File: config.mk
export PLATFORM = sky130hd
export DESIGN_NAME = mem_frame_sampler_flat
export DESIGN_NICKNAME = d
export VERILOG_FILES = /design/src/rtl/mem_frame_sampler_pkg.sv /design/src/rtl/mem_frame_sampler_if.sv /design/src/rtl/mem_frame_sampler_avg_acc.sv /design/src/rtl/mem_frame_sampler.sv /design/src/flat_wrapper.sv
export SDC_FILE = /design/constraint.sdc
export NUM_CORES = 1
export LEC_CHECK = 0
export ABC_AREA = 1
export BUFFER_PORTS_ARGS = -buffer_cell sky130_fd_sc_hd__buf_2
export CORE_ASPECT_RATIO = 0.6
export CORE_MARGIN = 2
export CORE_UTILIZATION = 60
export CTS_CLUSTER_SIZE = 25
export DETAILED_ROUTE_END_ITERATION = 6
export PLACE_DENSITY = 0.82
export SLEW_MARGIN = 20
export SYNTH_ARGS = -nofsm -noshare
export SYNTH_HDL_FRONTEND = slang
export SYNTH_SLANG_ARGS = --single-unit
File: constraint.sdc
create_clock -name clk -period 7.4 [get_ports clk]
set_clock_uncertainty 0.15 [all_clocks]
set_input_delay 0 -clock clk [delete_from_list [all_inputs] [get_ports clk]]
set_output_delay 0 -clock clk [all_outputs]
set_load 0.03 [all_outputs]
File: src/rtl/mem_frame_sampler_pkg.sv
// rtl/mem_frame_sampler_pkg.sv - shared types, channel constants and mask helper for the MEM frame sampler
package mem_frame_pkg;

    typedef enum logic [2:0] {
        ST_IDLE,
        ST_SETTLE,
        ST_CONVERT,
        ST_WAIT_DONE,
        ST_PUBLISH,
        ST_NEXT
    } state_t;

    localparam logic [3:0] CH0 = 4'b0001;
    localparam logic [3:0] CH1 = 4'b0010;
    localparam logic [3:0] CH2 = 4'b0100;
    localparam logic [3:0] CH3 = 4'b1000;

    // One-hot of the lowest mask bit strictly above the one-hot idx; idx == 0 selects the lowest bit overall.
    function automatic logic [3:0] lowest_set_above(input logic [3:0] mask, input logic [3:0] idx);
        logic [3:0] above;
        above = (idx == 4'b0000) ? mask : (mask & ~((idx << 1) - 4'd1));
        if (above[0]) return CH0;
        else if (above[1]) return CH1;
        else if (above[2]) return CH2;
        else if (above[3]) return CH3;
        else return 4'b0000;
    endfunction

endpackage

File: src/rtl/mem_frame_sampler_if.sv
// rtl/mem_frame_sampler_if.sv - analog mux and dual-input ADC handshake bundle
interface mem_frame_sampler_if;
    logic [3:0]  mux_sel;
    logic        adc_start;
    logic        adc_done;
    logic [15:0] adc_mem;
    logic [15:0] adc_piezo;

    modport master (
        output mux_sel,
        output adc_start,
        input  adc_done,
        input  adc_mem,
        input  adc_piezo
    );

    modport slave (
        input  mux_sel,
        input  adc_start,
        output adc_done,
        output adc_mem,
        output adc_piezo
    );
endinterface

File: src/rtl/mem_frame_sampler_avg_acc.sv
// rtl/mem_frame_sampler_avg_acc.sv - clear/add accumulator with power-of-two averaging
module mem_avg_acc #(
    parameter int AVG_LOG2 = 2
) (
    input  logic        clk,
    input  logic        rst,
    input  logic        clear,
    input  logic        add,
    input  logic [15:0] sample,
    output logic [15:0] avg_next
);
    localparam int ACC_W = 16 + AVG_LOG2;

    logic [ACC_W-1:0] acc;
    logic [ACC_W-1:0] sum;

    assign sum = acc + ACC_W'(sample);

    // Average including the sample being added this cycle, so the final sum can publish at the same edge.
    assign avg_next = 16'(sum >> AVG_LOG2);

    always_ff @(posedge clk or posedge rst) begin
        if (rst) begin
            acc <= '0;
        end else if (clear) begin
            acc <= '0;
        end else if (add) begin
            acc <= sum;
        end
    end
endmodule

File: src/rtl/mem_frame_sampler.sv
// rtl/mem_frame_sampler.sv - scans masked tactile channels and publishes averaged memristor/piezo pairs
module mem_frame_sampler
    import mem_frame_pkg::*;
#(
    parameter int SETTLE_CYC  = 16,
    parameter int AVG_LOG2    = 2,
    parameter int ADC_TIMEOUT = 1023
) (
    input  logic                clk,
    input  logic                rst,
    input  logic                enable,
    input  logic [3:0]          ch_mask,
    input  logic                err_clr,
    mem_frame_sampler_if.master adc,
    output logic [15:0]         memristor_ref,
    output logic [15:0]         piezo_ref,
    output logic [3:0]          ch_sign_o,
    output logic                control_rdy,
    output logic                frame_done,
    output logic                timeout_err
);
    localparam int SW = $clog2(SETTLE_CYC + 1);
    localparam int TW = $clog2(ADC_TIMEOUT + 1);
    localparam int CW = (AVG_LOG2 > 0) ? AVG_LOG2 : 1;

    localparam logic [SW-1:0] SETTLE_LAST = SW'(SETTLE_CYC - 1);
    localparam logic [TW-1:0] TOUT_LAST   = TW'(ADC_TIMEOUT - 1);
    localparam logic [CW-1:0] CONV_LAST   = CW'((1 << AVG_LOG2) - 1);

    state_t          state;
    state_t          state_d;
    logic [3:0]      frame_mask;
    logic [3:0]      mask_d;
    logic [3:0]      sel_q;
    logic [3:0]      sel_d;
    logic [3:0]      nxt_ch;
    logic [SW-1:0]   settle_cnt;
    logic [TW-1:0]   tout_cnt;
    logic [CW-1:0]   conv_cnt;
    logic            start_q;
    logic            acc_add;
    logic            acc_clear;
    logic            fire_publish;
    logic            fire_timeout;
    logic            fd_d;
    logic [15:0]     avg_mem;
    logic [15:0]     avg_piezo;

    assign adc.mux_sel   = sel_q;
    assign adc.adc_start = start_q;

    always_ff @(posedge clk or posedge rst) begin
        if (rst) begin
            state <= ST_IDLE;
        end else begin
            state <= state_d;
        end
    end

    always_comb begin
        state_d      = state;
        mask_d       = frame_mask;
        sel_d        = sel_q;
        acc_add      = 1'b0;
        fire_publish = 1'b0;
        fire_timeout = 1'b0;
        nxt_ch       = lowest_set_above(frame_mask, sel_q);
        case (state)
            ST_IDLE: begin
                if (enable && (ch_mask != 4'b0000)) begin
                    mask_d  = ch_mask;
                    sel_d   = lowest_set_above(ch_mask, 4'b0000);
                    state_d = ST_SETTLE;
                end
            end
            ST_SETTLE: begin
                if (settle_cnt == SETTLE_LAST) begin
                    state_d = ST_CONVERT;
                end
            end
            ST_CONVERT: begin
                state_d = ST_WAIT_DONE;
            end
            ST_WAIT_DONE: begin
                // A done arriving on the last timeout cycle still counts as a completed conversion.
                if (adc.adc_done) begin
                    acc_add = 1'b1;
                    if (conv_cnt == CONV_LAST) begin
                        fire_publish = 1'b1;
                        state_d      = ST_PUBLISH;
                    end else begin
                        state_d = ST_CONVERT;
                    end
                end else if (tout_cnt == TOUT_LAST) begin
                    fire_timeout = 1'b1;
                    state_d      = ST_NEXT;
                end
            end
            ST_PUBLISH: begin
                state_d = ST_NEXT;
            end
            ST_NEXT: begin
                if (nxt_ch != 4'b0000) begin
                    sel_d   = nxt_ch;
                    state_d = ST_SETTLE;
                end else if (enable && (ch_mask != 4'b0000)) begin
                    mask_d  = ch_mask;
                    sel_d   = lowest_set_above(ch_mask, 4'b0000);
                    state_d = ST_SETTLE;
                end else begin
                    state_d = ST_IDLE;
                end
            end
            default: begin
                state_d = ST_IDLE;
            end
        endcase
        fd_d      = (state_d == ST_NEXT) && (nxt_ch == 4'b0000);
        acc_clear = (state == ST_PUBLISH) || fire_timeout;
    end

    always_ff @(posedge clk or posedge rst) begin
        if (rst) begin
            frame_mask    <= 4'b0000;
            sel_q         <= 4'b0000;
            settle_cnt    <= '0;
            tout_cnt      <= '0;
            conv_cnt      <= '0;
            start_q       <= 1'b0;
            control_rdy   <= 1'b0;
            frame_done    <= 1'b0;
            timeout_err   <= 1'b0;
            memristor_ref <= 16'h0000;
            piezo_ref     <= 16'h0000;
            ch_sign_o     <= 4'b0000;
        end else begin
            frame_mask  <= mask_d;
            sel_q       <= sel_d;
            settle_cnt  <= ((state == ST_SETTLE) && (state_d == ST_SETTLE)) ? settle_cnt + SW'(1) : '0;
            tout_cnt    <= (state == ST_WAIT_DONE) ? tout_cnt + TW'(1) : '0;
            start_q     <= (state_d == ST_CONVERT);
            control_rdy <= fire_publish;
            frame_done  <= fd_d;
            if (fire_publish || fire_timeout) begin
                conv_cnt <= '0;
            end else if (acc_add) begin
                conv_cnt <= conv_cnt + CW'(1);
            end
            if (fire_publish) begin
                memristor_ref <= avg_mem;
                piezo_ref     <= avg_piezo;
                ch_sign_o     <= sel_q;
            end
            // A timeout in the same cycle as err_clr keeps the flag set.
            if (fire_timeout) begin
                timeout_err <= 1'b1;
            end else if (err_clr) begin
                timeout_err <= 1'b0;
            end
        end
    end

    mem_avg_acc #(.AVG_LOG2(AVG_LOG2)) u_acc_mem (
        .clk      (clk),
        .rst      (rst),
        .clear    (acc_clear),
        .add      (acc_add),
        .sample   (adc.adc_mem),
        .avg_next (avg_mem)
    );

    mem_avg_acc #(.AVG_LOG2(AVG_LOG2)) u_acc_piezo (
        .clk      (clk),
        .rst      (rst),
        .clear    (acc_clear),
        .add      (acc_add),
        .sample   (adc.adc_piezo),
        .avg_next (avg_piezo)
    );
endmodule

File: src/flat_wrapper.sv
// flat-port wrapper written by rule: the top's interface ports become plain ports
module mem_frame_sampler_flat import mem_frame_pkg::*;
#(
    parameter int SETTLE_CYC  = 16,
    parameter int AVG_LOG2    = 2,
    parameter int ADC_TIMEOUT = 1023
)
  (clk, rst, enable, ch_mask, err_clr, memristor_ref, piezo_ref, ch_sign_o, control_rdy, frame_done, timeout_err, adc_mux_sel, adc_adc_start, adc_adc_done, adc_adc_mem, adc_adc_piezo);
  mem_frame_sampler_if adc_i ();
  input  logic clk;
  input  logic rst;
  input  logic enable;
  input  logic [3:0] ch_mask;
  input  logic err_clr;
  output logic [15:0] memristor_ref;
  output logic [15:0] piezo_ref;
  output logic [3:0] ch_sign_o;
  output logic control_rdy;
  output logic frame_done;
  output logic timeout_err;
  output wire logic [$bits(adc_i.mux_sel)-1:0] adc_mux_sel;
  output wire logic [$bits(adc_i.adc_start)-1:0] adc_adc_start;
  input wire logic [$bits(adc_i.adc_done)-1:0] adc_adc_done;
  input wire logic [$bits(adc_i.adc_mem)-1:0] adc_adc_mem;
  input wire logic [$bits(adc_i.adc_piezo)-1:0] adc_adc_piezo;
  assign adc_mux_sel = adc_i.mux_sel;
  assign adc_adc_start = adc_i.adc_start;
  assign adc_i.adc_done = adc_adc_done;
  assign adc_i.adc_mem = adc_adc_mem;
  assign adc_i.adc_piezo = adc_adc_piezo;
  mem_frame_sampler #(.SETTLE_CYC(SETTLE_CYC), .AVG_LOG2(AVG_LOG2), .ADC_TIMEOUT(ADC_TIMEOUT)) u_core (.clk(clk), .rst(rst), .enable(enable), .ch_mask(ch_mask), .err_clr(err_clr), .adc(adc_i), .memristor_ref(memristor_ref), .piezo_ref(piezo_ref), .ch_sign_o(ch_sign_o), .control_rdy(control_rdy), .frame_done(frame_done), .timeout_err(timeout_err));
endmodule
==> out/summary.md <==
Power and ir drop
* **Clock power frac** 23.7%
* **combinational fraction of design power** 38.3%
* **design internal power** 1.15 mW
* **Sw Share** 39.7%
* **net switching power of the design** 0.760 mW
* **part of the total power dissipated in sequential elements** 38.0%
* **maximum vdd drop** 0.000139 V
* **Leak Pwr** 4.03 nW
* **areal power density over the cells** 266 nW/µm²

Detailed routing
* **total detailed-routing wirelength** 15,900 µm
* **DRT iter0 DRCs** 566
* **Post-DRT Antenna Nets** 0
* **routed wire length per instance** 14.7 µm
* **via count** 6,037
* **number of detailed-routing iterations run before antenna repair** 7
* **detailed-route vias per instance** 5.59
* **drt drc** 0

Synthesis
* **cell count after synthesis** 846
* **post-synth top area cell** sky130_fd_sc_hd__dfrtp_1
* **register bit total from synthesis** 104
* **Post-Syn Area** 6250 µm²
* **adder-cell share of the synthesized area** 8.24%
* **largest family of logic cells by synthesized area** simple AND/OR/NAND/NOR gates
* **complex-gate fraction of the synthesized area** 7.46%
* **post-synthesis simple-gate area fraction** 34.7%
* **number of nets in the synthesized netlist** 927
* **post-synthesis share of cell area spent on xor and xnor gates** 1.68%
* **sequential area share after synthesis** 41.6%
* **largest cells by area after synthesis** sky130_fd_sc_hd__dfrtp_1 (42%), sky130_fd_sc_hd__nand2_1 (16%), sky130_fd_sc_hd__nand3_1 (9.0%)
* **distinct cell type count of the synthesized netlist** 36
* **fraction of synthesized area in multiplexers** 0%
* **mean instance size in the synthesized netlist** 7.39 µm²
* **warning count from the yosys run** 0
* **proportion of netlist area held by the largest area contributor** 41.6%

Critical path
* **largest fanout of any net on the critical path** 46
* **delay of the slowest critical-path stage** 1.18 ns
* **Crit path max-delay family** buffers and inverters
* **CP required** 7.49 ns
* **FF-to-FF Start** u_core.state[0]$_DFF_PP0_
* **Crit. End Element** flop
* **critical path class** reg -> reg
* **WP data arrival** 3.50 ns
* **Setup crit start** u_core.state[0]$_DFF_PP0_
* **cell-by-cell listing of the critical path** inv_1, nor3_4, nand2_2, clkinv_1, o211ai_1, inv_1
* **cell with the largest stage delay on the worst path** sky130_fd_sc_hd__clkinv_1
* **sum of buffers and inverters on the critical path** 3
* **critical path startpoint category** flop
* **cell mode on critical path** sky130_fd_sc_hd__inv_1

Clock network
* **Clock Path Buffers** 2
* **H-tree level count** 3
* **number of hold buffers added after cts** 14
* **CTS tree** built
* **count of instances resized after the clock tree is built** 0
* **clk sinks** 104
* **number of setup buffers added after CTS** 0
* **clock latency at the later pin of the worst-skew pair** 0.36 ns
* **cts bufs inserted** 9
* **clock transition at the registers of the reported paths** 0.07 ns
* **CTS Root Cell** sky130_fd_sc_hd__clkbuf_16

Finish
* **count of non-filler cells in the finished layout** 1,080
* **filler instances** 830
* **Antenna Cells** 0
* **total non-filler cell area in the finished layout** 7190 µm²
* **final layout net count** 1,021
* **most common cell after layout, fill and taps aside** sky130_fd_sc_hd__nand2_1
* **relative area change from synthesis to final layout** 15.0%
* **fraction of layout cells with a size suffix above 1** 11.5%
* **commonest cells after routing, fill and taps aside** sky130_fd_sc_hd__nand2_1 (273), sky130_fd_sc_hd__nand3_1 (113), sky130_fd_sc_hd__dfrtp_1 (104), sky130_fd_sc_hd__buf_2 (84), sky130_fd_sc_hd__inv_1 (78)

Die
* **Die Wd** 136 µm
* **floorplan core area** 9980 µm²
* **number of rows in the core area** 28
* **effective utilization at floorplan** 62.6%
* **I/O pins** 85
* **die area** 11,300 µm²
* **vertical die dimension** 83.1 µm

Status
* **status** finished clean

Global route
* **number of antenna violations at the first check in global routing** 0
* **global route overflow** 0
* **global-route wire length before repair** 26,600 µm
* **vias in the first global route** 5,780
* **Overall Global Routing Usage** 29.3%
* **maximum number of pins on one net before global-route repair** 61

STA
* **final worst-path setup slack** 3.98 ns
* **final count of negative-setup-slack endpoints** 0
* **Final Cycle Share** 46.2%
* **setup repair after global routing missed its margin** no
* **Total Negative Setup Slacks** 0 ns
* **max-slew violation total from the final report** 0
* **final critical delay including setup and external delays** 3.42 ns
* **Hold Vio Cnt, Final** 0
* **Rel. slew slack** 25.7%
* **peak clock frequency supported by timing** 0.293 GHz
* **transition at the pin with the smallest max-transition slack** 1.11 ns

Run
* **count of max-cap constraint violations** 0

Placed design
* **Worst Setup Slack post-DPL** 4.14 ns
* **number of instances in the placed design** 1,050
* **Port Buffers** 84
* **placed cell area** 6780 µm²
* **total half-perimeter wirelength after legalization and detailed placement** 11,500 µm
* **Final Wtd Congestion** 0.911

Hold path
* **launch point of the worst hold path** adc_adc_mem[9]
* **path class of the lowest-slack min-delay path** in -> reg

-- metal layers --
metal / global-route usage (%) / vias up / routed length, µm
li1: - / 2950 / -
met1: 41.1 / 2810 / 7390
met2: 46.0 / 247 / 6990
met3: 6.29 / 30 / 1300
met4: 8.43 / 0 / 248
met5: 0 / - / 0
-- per-stage QoR --
stage / hold WS [ns] / total power [mW] / utilization (%)
2_1_floorplan: -0.0536 / 1.27 / -
3_3_place_gp: -0.0591 / 1.41 / 67.9
3_5_place_dp: -0.0451 / 1.44 / 67.9
4_1_cts: 0.000167 / 1.91 / 72.0
5_1_grt: 0.0300 / 2.05 / 72.0
6_report: 0.00261 / 1.91 / 72.0
-- sequential cells by signal, indices dropped and copies added, names as in the netlist, 4 cells and up --
name                    cells
u_core.u_acc_piezo.acc     18
u_core.memristor_ref       16
u_core.settle_cnt           5
u_core.u_acc_mem.acc       18
u_core.frame_mask           4
u_core.adc.mux_sel          4
u_core.tout_cnt            10
u_core.piezo_ref           16
u_core.ch_sign_o            4
-- power groups by stage --
stage                     sequential (mW)  combinational [mW]  clock [mW]
after floorplan                     0.736               0.535           0
after CTS                           0.726               0.721       0.459
after detailed placement            0.735               0.709           0
final                               0.727               0.733       0.453
after global routing                0.737               0.831       0.481
after global placement              0.730               0.682           0
-- synthesized netlist by cell type --
cell type and n:
sky130_fd_sc_hd__a21boi_0 1, sky130_fd_sc_hd__a21oi_1 36, sky130_fd_sc_hd__a22o_1 1, sky130_fd_sc_hd__a22oi_1 1, sky130_fd_sc_hd__and2_1 2, sky130_fd_sc_hd__and3_1 1
sky130_fd_sc_hd__buf_1 1, sky130_fd_sc_hd__buf_2 12, sky130_fd_sc_hd__buf_4 1, sky130_fd_sc_hd__clkbuf_1 3, sky130_fd_sc_hd__clkinv_1 1, sky130_fd_sc_hd__dfrtp_1 104
sky130_fd_sc_hd__fa_1 2, sky130_fd_sc_hd__ha_1 38, sky130_fd_sc_hd__inv_1 80, sky130_fd_sc_hd__inv_2 2, sky130_fd_sc_hd__nand2_1 273, sky130_fd_sc_hd__nand2_2 1
sky130_fd_sc_hd__nand3_1 113, sky130_fd_sc_hd__nand3b_1 17, sky130_fd_sc_hd__nand4_1 8, sky130_fd_sc_hd__nor2_1 71, sky130_fd_sc_hd__nor2_2 2, sky130_fd_sc_hd__nor2_4 1
sky130_fd_sc_hd__nor3_1 8, sky130_fd_sc_hd__nor3_4 1, sky130_fd_sc_hd__nor3b_1 3, sky130_fd_sc_hd__o211ai_1 2, sky130_fd_sc_hd__o21a_1 1, sky130_fd_sc_hd__o21ai_0 28
sky130_fd_sc_hd__o21ai_1 14, sky130_fd_sc_hd__o21bai_1 3, sky130_fd_sc_hd__o31ai_1 1, sky130_fd_sc_hd__or2_2 1, sky130_fd_sc_hd__xnor2_1 8, sky130_fd_sc_hd__xor2_1 4
-- worst register-to-register path, delay by kind of cell, from the launching register on --
family	cells	cell delay, ns
buffers and inverters	3	1.43
flip-flops	1	0.38
AO/OA/AOI/OAI	1	0.53
AND/OR/NAND/NOR	2	0.80
-- final timing paths --
kind | depth (start not counted) | to | slack, ns
worst min register to register | 2 | u_core.piezo_ref[9]$_DFFE_PP0P_ | 0.33
max in group asynchronous | 4 | u_core.settle_cnt[1]$_DFF_PP0_ | 5.85
worst min-delay path | 5 | u_core.memristor_ref[7]$_DFFE_PP0P_ | 0.003
worst max register to register | 6 | u_core.u_acc_piezo.acc[3]$_DFFE_PP0P_ | 3.98
min in group asynchronous | 3 | u_core.tout_cnt[0]$_DFF_PP0_ | 0.11
worst max-delay path | 6 | u_core.u_acc_piezo.acc[3]$_DFFE_PP0P_ | 3.98
-- cell families (layout without fill, tap and decap cells) --
logic type	Yosys count	count (layout)
buf+inv	100	199
flops	104	104
compound gates	88	88
xor+xnor	12	12
simple gates	502	502
fa+ha+maj	40	40
-- layout make-up --
type	count	area [µm²]	area share (%)
clock buffers	11	233	3.24
clock inverters	5	41.3	0.574
inverters	83	314	4.37
multi-input cells	642	3260	45.3
flip-flops and latches	104	2600	36.2
well taps	135	169	2.35
repair buffers	100	576	8.00
Note: power is estimated with default switching activity, not from simulation.
